## src/rtl/uart_rx_loader_pkg.sv

```systemverilog
// Shared definitions for the serial program loader: default frame marker,
// frame FSM state encodings, UART bit-phase codes and small arithmetic helpers.
package uart_rx_loader_pkg;

  // Default frame start marker
  localparam logic [7:0] SYNC_BYTE_DEF = 8'hA5;

  // Frame FSM state encodings
  localparam logic [2:0] ST_IDLE    = 3'd0;
  localparam logic [2:0] ST_LEN_HI  = 3'd1;
  localparam logic [2:0] ST_LEN_LO  = 3'd2;
  localparam logic [2:0] ST_DATA_HI = 3'd3;
  localparam logic [2:0] ST_DATA_LO = 3'd4;
  localparam logic [2:0] ST_CSUM    = 3'd5;

  // UART bit-phase codes
  localparam logic [1:0] PH_IDLE  = 2'd0;
  localparam logic [1:0] PH_START = 2'd1;
  localparam logic [1:0] PH_DATA  = 2'd2;
  localparam logic [1:0] PH_STOP  = 2'd3;

  // Running 8-bit checksum accumulate (mod 256)
  function automatic logic [7:0] csum_add(input logic [7:0] acc, input logic [7:0] b);
    return acc + b;
  endfunction

  // True when a word count exceeds the RAM depth of 2**addr_w words
  function automatic logic len_too_big(input logic [15:0] len, input int unsigned addr_w);
    return ({16'd0, len} > (32'd1 << addr_w));
  endfunction

endpackage

```

## src/rtl/uart_rx_loader_rx_byte.sv

```systemverilog
// uart_rx_byte: 8N1 UART byte receiver. Two-flop synchroniser, falling-edge
// start detection, mid-bit start re-check, centre sampling of data/stop bits.
// Emits a one-cycle valid or frame_err pulse per received byte.
module uart_rx_byte
  import uart_rx_loader_pkg::*;
#(
  parameter int CLKS_PER_BIT = 278
) (
  input  logic       CLK,
  input  logic       I_RESET,
  input  logic       rx_i,
  output logic [7:0] byte_o,
  output logic       valid_o,
  output logic       frame_err_o
);

  localparam int CW = $clog2(CLKS_PER_BIT);
  localparam logic [CW-1:0] HALF_M1 = CW'(CLKS_PER_BIT / 2 - 1);
  localparam logic [CW-1:0] FULL_M1 = CW'(CLKS_PER_BIT - 1);
  localparam logic [CW-1:0] CNT_ONE = CW'(1);

  logic          rx_meta_q, rx_sync_q, rx_prev_q;
  logic [1:0]    phase_q, phase_d;
  logic [CW-1:0] cnt_q, cnt_d;
  logic [2:0]    bit_q, bit_d;
  logic [7:0]    shift_q, shift_d;
  logic          valid_q, valid_d;
  logic          ferr_q, ferr_d;

  // Bring the asynchronous line into the clock domain; keep previous level for edge detect
  always_ff @(posedge CLK) begin
    if (I_RESET) begin
      rx_meta_q <= 1'b1;
      rx_sync_q <= 1'b1;
      rx_prev_q <= 1'b1;
    end else begin
      rx_meta_q <= rx_i;
      rx_sync_q <= rx_meta_q;
      rx_prev_q <= rx_sync_q;
    end
  end

  // Bit-phase sequencing: start re-check at half bit, then data/stop at bit centres
  always_comb begin
    phase_d = phase_q;
    cnt_d   = cnt_q;
    bit_d   = bit_q;
    shift_d = shift_q;
    valid_d = 1'b0;
    ferr_d  = 1'b0;
    case (phase_q)
      PH_IDLE: begin
        cnt_d = '0;
        bit_d = 3'd0;
        if (rx_prev_q && !rx_sync_q) begin
          phase_d = PH_START;
        end else begin
          phase_d = PH_IDLE;
        end
      end
      PH_START: begin
        if (cnt_q == HALF_M1) begin
          cnt_d = '0;
          if (rx_sync_q) begin
            phase_d = PH_IDLE;  // line went back high: glitch, no byte
          end else begin
            phase_d = PH_DATA;
          end
        end else begin
          cnt_d = cnt_q + CNT_ONE;
        end
      end
      PH_DATA: begin
        if (cnt_q == FULL_M1) begin
          cnt_d   = '0;
          shift_d = {rx_sync_q, shift_q[7:1]};
          bit_d   = bit_q + 3'd1;
          if (bit_q == 3'd7) begin
            phase_d = PH_STOP;
          end else begin
            phase_d = PH_DATA;
          end
        end else begin
          cnt_d = cnt_q + CNT_ONE;
        end
      end
      PH_STOP: begin
        if (cnt_q == FULL_M1) begin
          cnt_d   = '0;
          phase_d = PH_IDLE;  // re-arm immediately for the next start edge
          if (rx_sync_q) begin
            valid_d = 1'b1;
          end else begin
            ferr_d = 1'b1;
          end
        end else begin
          cnt_d = cnt_q + CNT_ONE;
        end
      end
      default: begin
        phase_d = PH_IDLE;
        cnt_d   = '0;
      end
    endcase
  end

  // Receiver state registers
  always_ff @(posedge CLK) begin
    if (I_RESET) begin
      phase_q <= PH_IDLE;
      cnt_q   <= '0;
      bit_q   <= 3'd0;
      shift_q <= 8'd0;
      valid_q <= 1'b0;
      ferr_q  <= 1'b0;
    end else begin
      phase_q <= phase_d;
      cnt_q   <= cnt_d;
      bit_q   <= bit_d;
      shift_q <= shift_d;
      valid_q <= valid_d;
      ferr_q  <= ferr_d;
    end
  end

  assign byte_o      = shift_q;
  assign valid_o     = valid_q;
  assign frame_err_o = ferr_q;

endmodule

```

## src/rtl/uart_rx_loader.sv

```systemverilog
// uart_rx_loader: serial program loader. Parses SYNC, LEN_HI, LEN_LO, then N
// 16-bit words (high byte first) and writes them to program RAM from address 0.
// Holds the core in reset during a load; releases it one cycle after DONE.
// Optional feature macro LOADER_CHECKSUM_EN: a trailing 8-bit sum of LEN_HI,
// LEN_LO and all data bytes must match, otherwise the frame is an error.
// Word counts up to 2**ADDR_W are supported; ADDR_W must not exceed 15.
module uart_rx_loader
  import uart_rx_loader_pkg::*;
#(
  parameter int         CLKS_PER_BIT = 278,
  parameter int         ADDR_W       = 13,
  parameter logic [7:0] SYNC_BYTE    = SYNC_BYTE_DEF
) (
  input  logic              CLK,
  input  logic              I_RESET,
  input  logic              I_RX,
  output logic              O_RAM_WE,
  output logic [ADDR_W-1:0] O_RAM_ADDR,
  output logic [15:0]       O_RAM_DIN,
  output logic              O_CORE_RESET,
  output logic              O_BUSY,
  output logic              O_DONE,
  output logic              O_ERROR
);

  localparam logic [ADDR_W:0]   REMAIN_ONE = {{ADDR_W{1'b0}}, 1'b1};
  localparam logic [ADDR_W-1:0] ADDR_ONE   = {{(ADDR_W-1){1'b0}}, 1'b1};

  logic [7:0]  rx_byte_s;
  logic        rx_valid_s, rx_ferr_s;
  logic [15:0] len_s;

  logic [2:0]        state_q, state_d;
  logic              busy_q, busy_d, done_q, done_d, err_q, err_d, core_q, core_d;
  logic              we_q, we_d;
  logic [ADDR_W-1:0] ram_addr_q, ram_addr_d;
  logic [15:0]       ram_din_q, ram_din_d;
  logic [ADDR_W-1:0] addr_q, addr_d;
  logic [ADDR_W:0]   remain_q, remain_d;
  logic [7:0]        hi_q, hi_d, len_hi_q, len_hi_d;
`ifdef LOADER_CHECKSUM_EN
  logic [7:0]        csum_q, csum_d;
`endif

  uart_rx_byte #(.CLKS_PER_BIT(CLKS_PER_BIT)) u_rx (
    .CLK         (CLK),
    .I_RESET     (I_RESET),
    .rx_i        (I_RX),
    .byte_o      (rx_byte_s),
    .valid_o     (rx_valid_s),
    .frame_err_o (rx_ferr_s)
  );

  assign len_s = {len_hi_q, rx_byte_s};

  // Frame parser: consumes byte pulses, issues RAM writes, tracks status flags
  always_comb begin
    state_d    = state_q;
    busy_d     = busy_q;
    done_d     = done_q;
    err_d      = err_q;
    we_d       = 1'b0;
    ram_addr_d = ram_addr_q;
    ram_din_d  = ram_din_q;
    addr_d     = addr_q;
    remain_d   = remain_q;
    hi_d       = hi_q;
    len_hi_d   = len_hi_q;
    // Core is released the cycle after DONE is seen high
    if (done_q) begin
      core_d = 1'b0;
    end else begin
      core_d = core_q;
    end
`ifdef LOADER_CHECKSUM_EN
    if (rx_valid_s && (state_q != ST_IDLE)) begin
      csum_d = csum_add(csum_q, rx_byte_s);
    end else begin
      csum_d = csum_q;
    end
`endif
    if (rx_ferr_s && (state_q != ST_IDLE)) begin
      state_d = ST_IDLE;
      busy_d  = 1'b0;
      err_d   = 1'b1;
    end else if (rx_valid_s) begin
      case (state_q)
        ST_IDLE: begin
          if (rx_byte_s == SYNC_BYTE) begin
            state_d = ST_LEN_HI;
            busy_d  = 1'b1;
            core_d  = 1'b1;
            done_d  = 1'b0;
            err_d   = 1'b0;
            addr_d  = '0;
`ifdef LOADER_CHECKSUM_EN
            csum_d  = 8'd0;
`endif
          end else begin
            state_d = ST_IDLE;
          end
        end
        ST_LEN_HI: begin
          len_hi_d = rx_byte_s;
          state_d  = ST_LEN_LO;
        end
        ST_LEN_LO: begin
          if (len_s == 16'd0) begin
`ifdef LOADER_CHECKSUM_EN
            state_d = ST_CSUM;
`else
            state_d = ST_IDLE;
            busy_d  = 1'b0;
            done_d  = 1'b1;
`endif
          end else if (len_too_big(len_s, ADDR_W)) begin
            state_d = ST_IDLE;
            busy_d  = 1'b0;
            err_d   = 1'b1;
          end else begin
            remain_d = len_s[ADDR_W:0];
            state_d  = ST_DATA_HI;
          end
        end
        ST_DATA_HI: begin
          hi_d    = rx_byte_s;
          state_d = ST_DATA_LO;
        end
        ST_DATA_LO: begin
          we_d       = 1'b1;
          ram_addr_d = addr_q;
          ram_din_d  = {hi_q, rx_byte_s};
          remain_d   = remain_q - REMAIN_ONE;
          if (remain_q == REMAIN_ONE) begin
`ifdef LOADER_CHECKSUM_EN
            state_d = ST_CSUM;
`else
            state_d = ST_IDLE;
            busy_d  = 1'b0;
            done_d  = 1'b1;
`endif
          end else begin
            addr_d  = addr_q + ADDR_ONE;  // last word leaves addr in range
            state_d = ST_DATA_HI;
          end
        end
`ifdef LOADER_CHECKSUM_EN
        ST_CSUM: begin
          state_d = ST_IDLE;
          busy_d  = 1'b0;
          if (rx_byte_s == csum_q) begin
            done_d = 1'b1;
          end else begin
            err_d = 1'b1;
          end
        end
`endif
        default: begin
          state_d = ST_IDLE;
          busy_d  = 1'b0;
        end
      endcase
    end else begin
      state_d = state_q;
    end
  end

  // Loader state and registered outputs
  always_ff @(posedge CLK) begin
    if (I_RESET) begin
      state_q    <= ST_IDLE;
      busy_q     <= 1'b0;
      done_q     <= 1'b0;
      err_q      <= 1'b0;
      core_q     <= 1'b0;
      we_q       <= 1'b0;
      ram_addr_q <= '0;
      ram_din_q  <= 16'd0;
      addr_q     <= '0;
      remain_q   <= '0;
      hi_q       <= 8'd0;
      len_hi_q   <= 8'd0;
`ifdef LOADER_CHECKSUM_EN
      csum_q     <= 8'd0;
`endif
    end else begin
      state_q    <= state_d;
      busy_q     <= busy_d;
      done_q     <= done_d;
      err_q      <= err_d;
      core_q     <= core_d;
      we_q       <= we_d;
      ram_addr_q <= ram_addr_d;
      ram_din_q  <= ram_din_d;
      addr_q     <= addr_d;
      remain_q   <= remain_d;
      hi_q       <= hi_d;
      len_hi_q   <= len_hi_d;
`ifdef LOADER_CHECKSUM_EN
      csum_q     <= csum_d;
`endif
    end
  end

  assign O_RAM_WE     = we_q;
  assign O_RAM_ADDR   = ram_addr_q;
  assign O_RAM_DIN    = ram_din_q;
  assign O_CORE_RESET = core_q;
  assign O_BUSY       = busy_q;
  assign O_DONE       = done_q;
  assign O_ERROR      = err_q;

endmodule

```

## config.mk

```make
export PLATFORM = sky130hd
export DESIGN_NAME = uart_rx_loader
export DESIGN_NICKNAME = d
export VERILOG_FILES = /design/src/rtl/uart_rx_loader_pkg.sv /design/src/rtl/uart_rx_loader_rx_byte.sv /design/src/rtl/uart_rx_loader.sv
export SDC_FILE = /design/constraint.sdc
export NUM_CORES = 1
export LEC_CHECK = 0
export ABC_AREA = 0
export CAP_MARGIN = 5
export CELL_PAD_IN_SITES_DETAIL_PLACEMENT = 1
export CELL_PAD_IN_SITES_GLOBAL_PLACEMENT = 2
export CORE_ASPECT_RATIO = 1.25
export CORE_MARGIN = 2
export CORE_UTILIZATION = 38
export DETAILED_ROUTE_END_ITERATION = 6
export GPL_TIMING_DRIVEN = 0
export PLACE_DENSITY = 0.92
export SYNTH_ARGS = -nofsm -noshare
export SYNTH_HDL_FRONTEND = slang
export SYNTH_SLANG_ARGS = --single-unit
```

## constraint.sdc

```tcl
create_clock -name CLK -period 3.9 [get_ports CLK]
set_input_delay 0.39 -clock CLK [delete_from_list [all_inputs] [get_ports CLK]]
set_output_delay 0.39 -clock CLK [all_outputs]
set_load 0.005 [all_outputs]
```

# After elaboration in Yosys (flattened, before gate mapping)

Index checks and enable logic that the tools add are counted.

Register bits: 107
Bits of input ports: 3
Word-level logic and storage cells: 130

$add $sub $neg: 4
Magnitude comparators: 1
Equality and inequality tests: 25
Multiplexer cells: 45
Bitwise operators: 5
Reductions and logical operators: 29

Operators with widths:

| operator              | number |
|---|---|
| $mux 14               | 2 |
| $pmux 14 s2           | 1 |
| $pmux 9 s3            | 1 |
| $mux 13               | 2 |
| $pmux 13 s2           | 1 |
| $mux 1                | 22 |
| $reduce_and 5->1      | 4 |
| $mux 9                | 2 |
| $gt 16x14->1 const B  | 1 |
| $logic_not 16->1      | 1 |
| $pmux 3 s5            | 1 |
| $eq 14x1->1 const B   | 1 |
| $mux 2                | 7 |
| $sub 14x1->14 const B | 1 |
| $add 13x1->13 const B | 1 |
| $ne 2x2->1 const B    | 6 |
| $ne 3x3->1 const B    | 4 |
| $reduce_and 3->1      | 4 |
| $add 9x1->9 const B   | 1 |
| $eq 9x8->1 const B    | 1 |
| $eq 9x9->1 const B    | 1 |
| $reduce_bool 3->1     | 3 |
| $eq 8x8->1 const B    | 1 |
| $pmux 2 s4            | 1 |
| other kinds (22)      | 39 |

# Depth between registers and ports, before layout

Gate-level depths: netlist of the first run.

Depth after elaboration: 6
Depth in mapped cells: 9
Mapped depth without buffers: 7

# Hierarchy

From an unflattened synthesis of the first run, not the netlist that was laid out.

Cell total of the unflattened synthesis: 594
Area total of the unflattened synthesis: 4918.5 µm²

Modules (own cells, without submodules):

| module         | instances | cells each | area each (µm²) | sequential area each (µm²) |
|---|---|---|---|---|
| uart_rx_loader | 1         | 466        | 3731.1          | 1601.5 |
| uart_rx_byte   | 1         | 128        | 1187.4          | 540.5 |

# Worst setup path before layout of the first run

No wires, ideal clock.

Path kind: register -> register
Start: reg u_rx.shift_q[3] (netlist: u_rx.byte_o[3])
End: reg remain_q[10]
Setup time: 0.070 ns
Arrival: 2.191 ns
Data required time: 3.830 ns
Path slack: 1.639 ns
Stages on the path, launching flop included: 8
Cells stage by stage: dfxtp_1 or4_1 nand4b_1 xnor2_1 o41a_1 buf_4 or2_1 a21oi_1

Cells in the longest elaborated chain, start to end: 3

Ends and longest elaborated chain:

| item                                                    | RTL line                                        | RTL |
|---|---|---|
| from (decl)                                             | uart_rx_loader_rx_byte.sv:26                    | `logic [7:0] shift_q, shift_d;` |
| from (signal assigned)                                  | uart_rx_loader_rx_byte.sv:120                   | `shift_q <= shift_d;` |
| $gt 16x14->1 / $logic_not 16->1 (equally long branches) | uart_rx_loader_pkg.sv:29, uart_rx_loader.sv:108 |  |
| $ne 2x2->1 (no source line)                             | n/a                                             |  |
| $reduce_and 5->1 (no source line) *                     | n/a                                             |  |
| to (signal assigned)                                    | uart_rx_loader.sv:196                           | `remain_q <= remain_d;` |
| to (decl)                                               | uart_rx_loader.sv:39                            | `logic [ADDR_W:0] remain_q, remain_d;` |

Mark *: on every way between the ends. The rest lies on a longest branch, timed or not.
A chain may end at the register's enable or synchronous reset.

# Worst setup path after layout of the first run

Start: reg u_rx.shift_q[3] (netlist: u_rx.byte_o[3])
End: reg remain_q[13]

Same word-level chain as after synthesis.

==> results.yml, run 1 <==
synthesis:
  syn-num-nets: 586
  synth_commonest_cells: "dfxtp_1, nand2_1, nor2_1"
  netlist_instances: 575
  syn_avg_cell_area_sq_um: 8.20
  synth_edf_count: 0
  synth_cell_types: 56
  syn_area_sq_um: 4720
  synthArstFlopShare_pct: 0
  synth_warnings: 0
  yosysSeqAreaShare_pct: 45.4
  ys.flop_type: "dfxtp_1"
  synth_top_cell_area_share_pct: 45.4
  yosys.area.top_type: "dfxtp_1"
  yosysMostFrequentCell: "dfxtp_1"
  ys_ff_latch: 107
  synth.top_cells.by_area: "dfxtp_1, nand2_1, a21oi_1"
worst_setup_path:
  r2r_slack_ns: 1.20
  cp_slowest_stage_delay_ns: 0.62
  cp.depth: 7
  startpoint_type: "flip-flop"
  cp.arrival_ns: 2.98
  crit_fanout: 10
  rr_startpoint: "u_rx.byte_o[3]"
  r2r_cells: 7
  worstSetupStartpoint: "u_rx.byte_o[3]"
  crit_end: "remain_q[13]"
  critical_path_buf_inv_count: 1
  crit_required_ns: 4.18
  cp-end-kind: "flip-flop"
  crit_family: "simple AND/OR/NAND/NOR gates"
  r2r_end: "remain_q[13]"
  cp_slowest_cell: "or4_1"
  path_cells: "or4_1, nand4b_1, xnor2_1, o41a_1, buf_4, or2_1, a21oi_1"
  path_class: "flip-flop to flip-flop"
clock_network:
  cts_inserted_buffers: 9
  tritoncts: "built"
  postCtsSetupBuffers: 0
  clkTransAtPathRegs_ns: 0.07
  ctsHtreeMaxLevel: 3
  clock-sinks: 107
  cts_hold_buffers: 0
  clockBufferDepth: 2
  clock_latency_ns: 0.35
  cts_resized: 0
  cts_root_buf: "clkbuf_16"
timing:
  setup_tns_ns: 0
  setup_viol: 0
  period_share_pct: 69.3
  period_needed_ns: 2.70
  grt_setup_unrepaired: "false"
  final_hold_viol_count: 0
  slew_viol_final: 0
  fmax_ghz: 0.370
  worstMarginPinSlew_ns: 0.661
  setup_slack_ns: 1.20
  relSlewSlack_pct: 55.8
  skew_ns: 0.00825
  whs_ns: 0.411
global_routing:
  overflow: 0
  antenna_found_initial: 0
  grt_max_degree: 17
  grt_pass1_wl_mm: 21.9
  track_usage_pct: 20.3
  grt_pass1_vias: 4411
floorplanning:
  io-pin-count: 37
  fp.dieW_um: 104
  die_h_um: 129
  start_util_pct: 39.0
  rows: 45
  core_sq_um: 12100
  die_area_sq_um: 13300
detailed_routing:
  avgRoutedWirePerCell_um: 16.4
  wl_met3_um: 328
  first_pass_iters: 4
  drcViolationCount: 0
  wl_mm: 12.9
  vias_per_cell: 5.29
  drt-initial-drc-count: 170
  ant_nets: 0
  wl_met1_mm: 5.79
  route.met2.wl_mm: 6.67
  routed.top_layer: "met4"
  vias: 4185
placement:
  place_congestion: 0.848
  port_buffers: 36
  placed_area_sq_um: 5280
  dp.cells: 775
  dp_slack_ns: 1.25
  hpwl_mm: 9.32
pwr:
  leakage_uw: 0.00207
  switchingPower_uw: 457
  combPwrFrac_pct: 2.5
  seq_power_share_pct: 52.7
  pwr-share-clk_pct: 44.8
  power.internal_uw: 1630
  max-vdd-ir-drop_mv: 0.175
  powerDensity_nw_per_um2: 374
  swShare_pct: 21.9
cells_and_area:
  layout.nets: 633
  multi_input_comb_area_sq_um: 2390
  layout-drive-gt1-share_pct: 4.31
  diodes: 0
  area_growth_syn_to_layout_pct: 18.3
  seqCellArea_sq_um: 2140
  n_fill_cell: 1468
  final_cell_area_sq_um: 5580
  fin_cells: 791
run_status:
  status: "finished clean"
job:
  drv_cap: 0
hold_path:
  min_path_type: "flip-flop to flip-flop"
how the worst min path moves through the flow:
stage,start,end,slack [ns],depth (start not counted)
after floorplan,u_rx.rx_meta_q,u_rx.rx_sync_q,0.39,1
after global placement,u_rx.rx_meta_q,u_rx.rx_sync_q,0.40,1
after detailed placement,u_rx.rx_meta_q,u_rx.rx_sync_q,0.39,1
after CTS,u_rx.rx_meta_q,u_rx.rx_sync_q,0.41,1
after global routing,u_rx.rx_meta_q,u_rx.rx_sync_q,0.42,1
final,u_rx.rx_meta_q,u_rx.rx_sync_q,0.41,1
layout make-up:
class / instances / share of cell area [%]
clock buffers: 13 / 4.49
well taps: 164 / 3.68
multi-input cells: 422 / 42.8
repair buffers: 36 / 6.46
plain buffers: 36 / 2.65
inverters: 10 / 0.673
clock inverters: 3 / 0.830
flip-flops and latches: 107 / 38.4
through the flow:
stage / util (%) / total power (uW)
detailed placement: 43.6 / 1180
global route: 46.1 / 2150
CTS: 46.1 / 2100
finish: 46.1 / 2090
floorplan: - / 1160
global placement: 43.6 / 1170
registers in the layout (all words and copies together), names as in the netlist, 3 cells and up, named ones only:
register / count
O_RAM_DIN: 16
remain_q: 14
O_RAM_ADDR: 13
addr_q: 13
u_rx.cnt_q: 9
hi_q: 8
len_hi_q: 8
u_rx.byte_o: 8
state_q: 3
u_rx.bit_q: 3
worst reg2reg max path, stage by stage (launching register included):
cell,delay [ns]
dfxtp_1,0.43
or4_1,0.62
nand4b_1,0.30
xnor2_1,0.22
o41a_1,0.48
buf_4,0.22
or2_1,0.24
a21oi_1,0.12
cell usage in the layout, fill, tap and decap left out, types with 5 or more instances in the layout:
cell and count:
nand4_1 9, ha_1 8, nand3_1 14, nor4_1 6
nand2b_1 9, a21oi_1 62, o21ai_1 7, clkbuf_16 9
o21ai_0 13, nor2_1 82, xor2_1 15, and3_1 9
inv_1 10, nor3_1 9, clkbuf_1 31, nand2_1 89
or3_1 5, mux2i_1 28, clkdlybuf4s50_1 36, dfxtp_1 107
power by group through the flow:
stage | sequential [uW] | clock, uW | combinational [uW]
after floorplan | 1120 | 0 | 34.1
after global placement | 1120 | 0 | 50.6
after detailed placement | 1120 | 0 | 52.2
after CTS | 1100 | 952 | 52.7
after global routing | 1100 | 997 | 57.8
final | 1100 | 935 | 51.8
metal layers:
| layer | up-vias | track usage [%] |
|---|---|---|
| met5 | - | 0 |
| met4 | 0 | 5.17 |
| met3 | 14 | 4.26 |
| met2 | 46 | 37.4 |
| met1 | 2058 | 24.2 |
| li1 | 2067 | - |
cell families after synthesis:
kind of cell | after synthesis | share of synthesized area (%)
AOI/OAI and AO/OA | 108 | 13.5
xor gates and xnor gates | 17 | 3.16
adders and majority gates | 8 | 2.12
buffers and inverters | 46 | 3.93
DFF | 107 | 45.4
muxes | 28 | 5.94
and+or+nand+nor | 261 | 25.9
No activity file was read; power rests on OpenSTA's default activity.
==> run 2, diff against run 1 <==
--- a/config.mk
+++ b/config.mk
@@ -11,10 +11,10 @@
 export CELL_PAD_IN_SITES_GLOBAL_PLACEMENT = 2
 export CORE_ASPECT_RATIO = 1.25
 export CORE_MARGIN = 2
-export CORE_UTILIZATION = 38
+export CORE_UTILIZATION = 31
 export DETAILED_ROUTE_END_ITERATION = 6
 export GPL_TIMING_DRIVEN = 0
-export PLACE_DENSITY = 0.92
+export PLACE_DENSITY = 0.81
 export SYNTH_ARGS = -nofsm -noshare
 export SYNTH_HDL_FRONTEND = slang
 export SYNTH_SLANG_ARGS = --single-unit
==> constraint.sdc (replaced) <==
create_clock -name CLK -period 2.4 [get_ports CLK]
set_input_delay 0.24 -clock CLK [delete_from_list [all_inputs] [get_ports CLK]]
set_output_delay 0.24 -clock CLK [all_outputs]
set_load 0.005 [all_outputs]
==> results.yml, run 2 (synthesis gave the netlist of run 1 again) <==
cells_and_area:
  final_common_cell: "dfxtp_1"
  largest_reg_flops: 16
  layout-drive-gt1-share_pct: 11.3
  layout.nets: 645
  final_cell_area_sq_um: 5820
  diodes: 0
  area_growth_syn_to_layout_pct: 23.4
  mostFrequentLayoutCells: "dfxtp_1, nand2_1, nor2_1"
  post-route-util_pct: 38.9
worst_setup_path:
  crit_fanout: 4
  path_cells: "or4_4, nand4b_1, xnor2_2, o41a_1, buf_4, a211o_1, a21oi_2"
  path_class: "flip-flop to flip-flop"
  cp_slowest_stage_delay_ns: 0.54
  cp.arrival_ns: 2.69
  cp-end-kind: "flip-flop"
  startpoint_type: "flip-flop"
  crit_required_ns: 2.69
  critical_path_buf_inv_count: 1
  cp_slowest_cell: "or4_4"
  crit_family: "simple AND/OR/NAND/NOR gates"
clock_network:
  ctsHtreeMaxLevel: 3
  clockBufferDepth: 2
  clkTransAtPathRegs_ns: 0.08
  clock_latency_ns: 0.35
  clock-sinks: 107
  cts_root_buf: "clkbuf_16"
  tritoncts: "built"
  cts_inserted_buffers: 9
detailed_routing:
  drcViolationCount: 0
  vias: 4258
  wl_mm: 13.4
  ant_nets: 0
  first_pass_iters: 6
  avgRoutedWirePerCell_um: 16.3
  vias_per_cell: 5.19
  drt-initial-drc-count: 133
placement:
  placed_area_sq_um: 5300
  place_congestion: 0.819
  port_buffers: 36
  hpwl_mm: 9.43
timing:
  fmax_ghz: 0.415
  relSlewSlack_pct: 52.6
  worstMarginPinSlew_ns: 0.712
  whs_ns: 0.416
  grt_setup_unrepaired: "true"
  setup_slack_ns: -0.00843
  period_share_pct: 100
  slew_viol_final: 0
  period_needed_ns: 2.41
  final_hold_viol_count: 0
  setup_viol: 3
  skew_ns: 0.00718
floorplanning:
  fp.dieW_um: 114
  die_area_sq_um: 16200
  core_sq_um: 15000
  die_h_um: 142
  rows: 50
  io-pin-count: 37
  start_util_pct: 31.5
pwr:
  powerDensity_nw_per_um2: 570
  max-vdd-ir-drop_mv: 0.326
  leakage_uw: 0.00216
global_routing:
  antenna_found_initial: 0
  grt_max_degree: 19
  grt_pass1_wl_mm: 22.4
  grt_pass1_vias: 4394
  track_usage_pct: 17.3
  overflow: 0
hold_path:
  min_path_type: "flip-flop to flip-flop"
job:
  drv_cap: 0
run_status:
  status: "finished with violations"
  violations: "negative setup slack"
[run 2: changes by cell type in the layout (fill, tap and decap cells not counted), sizes merged]
cell and change:
bufinv -1, clkinv +2, clkinvlp +1, clkbuf -3, buf +12, inv +1
[run 2: where the power goes]
| group | total, uW | switching, uW | internal [uW] |
|---|---|---|---|
| registers | 1780 | 6.18 | 1770 |
| clock network | 1450 | 709 | 745 |
| logic | 85.7 | 63.3 | 22.4 |
[run 2: layer usage]
| metal | track usage, % | part of all wire, % | vias up |
|---|---|---|---|
| met2 | 30.2 | 52 | 41 |
| met4 | 4.75 | 0.75 | 0 |
| met1 | 21.8 | 46 | 2106 |
| met5 | 0 | 0 | - |
| li1 | - | - | 2103 |
| met3 | 3.25 | 1.9 | 8 |
[run 2: final cells by class]
class / count / area, sq um
repair buffers: 48 / 454
multi-input cells: 422 / 2480
flip-flops and latches: 107 / 2160
clock inverters: 6 / 48.8
well taps: 182 / 228
fillers: 1790 / 9130
inverters: 10 / 37.5
plain buffers: 36 / 174
clock buffers: 10 / 239
[run 2: final timing paths]
check,from,end,slack (ns),cells past startpoint
max,u_rx.byte_o[3],remain_q[1],-0.008,7
min reg2reg,u_rx.rx_meta_q,u_rx.rx_sync_q,0.42,1
min,u_rx.rx_meta_q,u_rx.rx_sync_q,0.42,1
max reg2reg,u_rx.byte_o[3],remain_q[1],-0.008,7
[run 2: repair_timing]
action | CTS | global route
buffers inserted | 5 | 7
setup endpoints to repair | 27 | 36
pin swaps | 3 | 9
gates resized for setup | 13 | 35
hold buffers | 0 | 0
[run 2: worst register-to-register path: cells and delay by family (launching register included)]
| family | cells | cell delay [ns] |
|---|---|---|
| xor gates and xnor gates | 1 | 0.21 |
| DFF | 1 | 0.36 |
| AOI/OAI and AO/OA | 3 | 0.78 |
| buffers and inverters | 1 | 0.18 |
| and+or+nand+nor | 2 | 0.82 |
[run 2: through the flow]
| stage | setup slack [ns] | total power (uW) | instances | TNS [ns] |
|---|---|---|---|---|
| after detailed placement | -0.238 | 1910 | 793 | -3.20 |
| final | -0.00843 | 3320 | 821 | -0.0114 |
| after global routing | -0.108 | 3460 | 821 | -0.955 |
| after floorplan | 0.139 | 1880 | 575 | 0 |
| after CTS | -0.00570 | 3360 | 814 | -0.00673 |
| after global placement | -0.211 | 1910 | 793 | -2.58 |
==> run 3, diff against run 2 <==
--- a/config.mk
+++ b/config.mk
@@ -12,6 +12,7 @@
 export CORE_ASPECT_RATIO = 1.25
 export CORE_MARGIN = 2
 export CORE_UTILIZATION = 31
+export CTS_CLUSTER_SIZE = 30
 export DETAILED_ROUTE_END_ITERATION = 6
 export GPL_TIMING_DRIVEN = 0
 export PLACE_DENSITY = 0.81
==> results of run 3 <==
Final layout, timing and power as in run 2 (identical DEF).
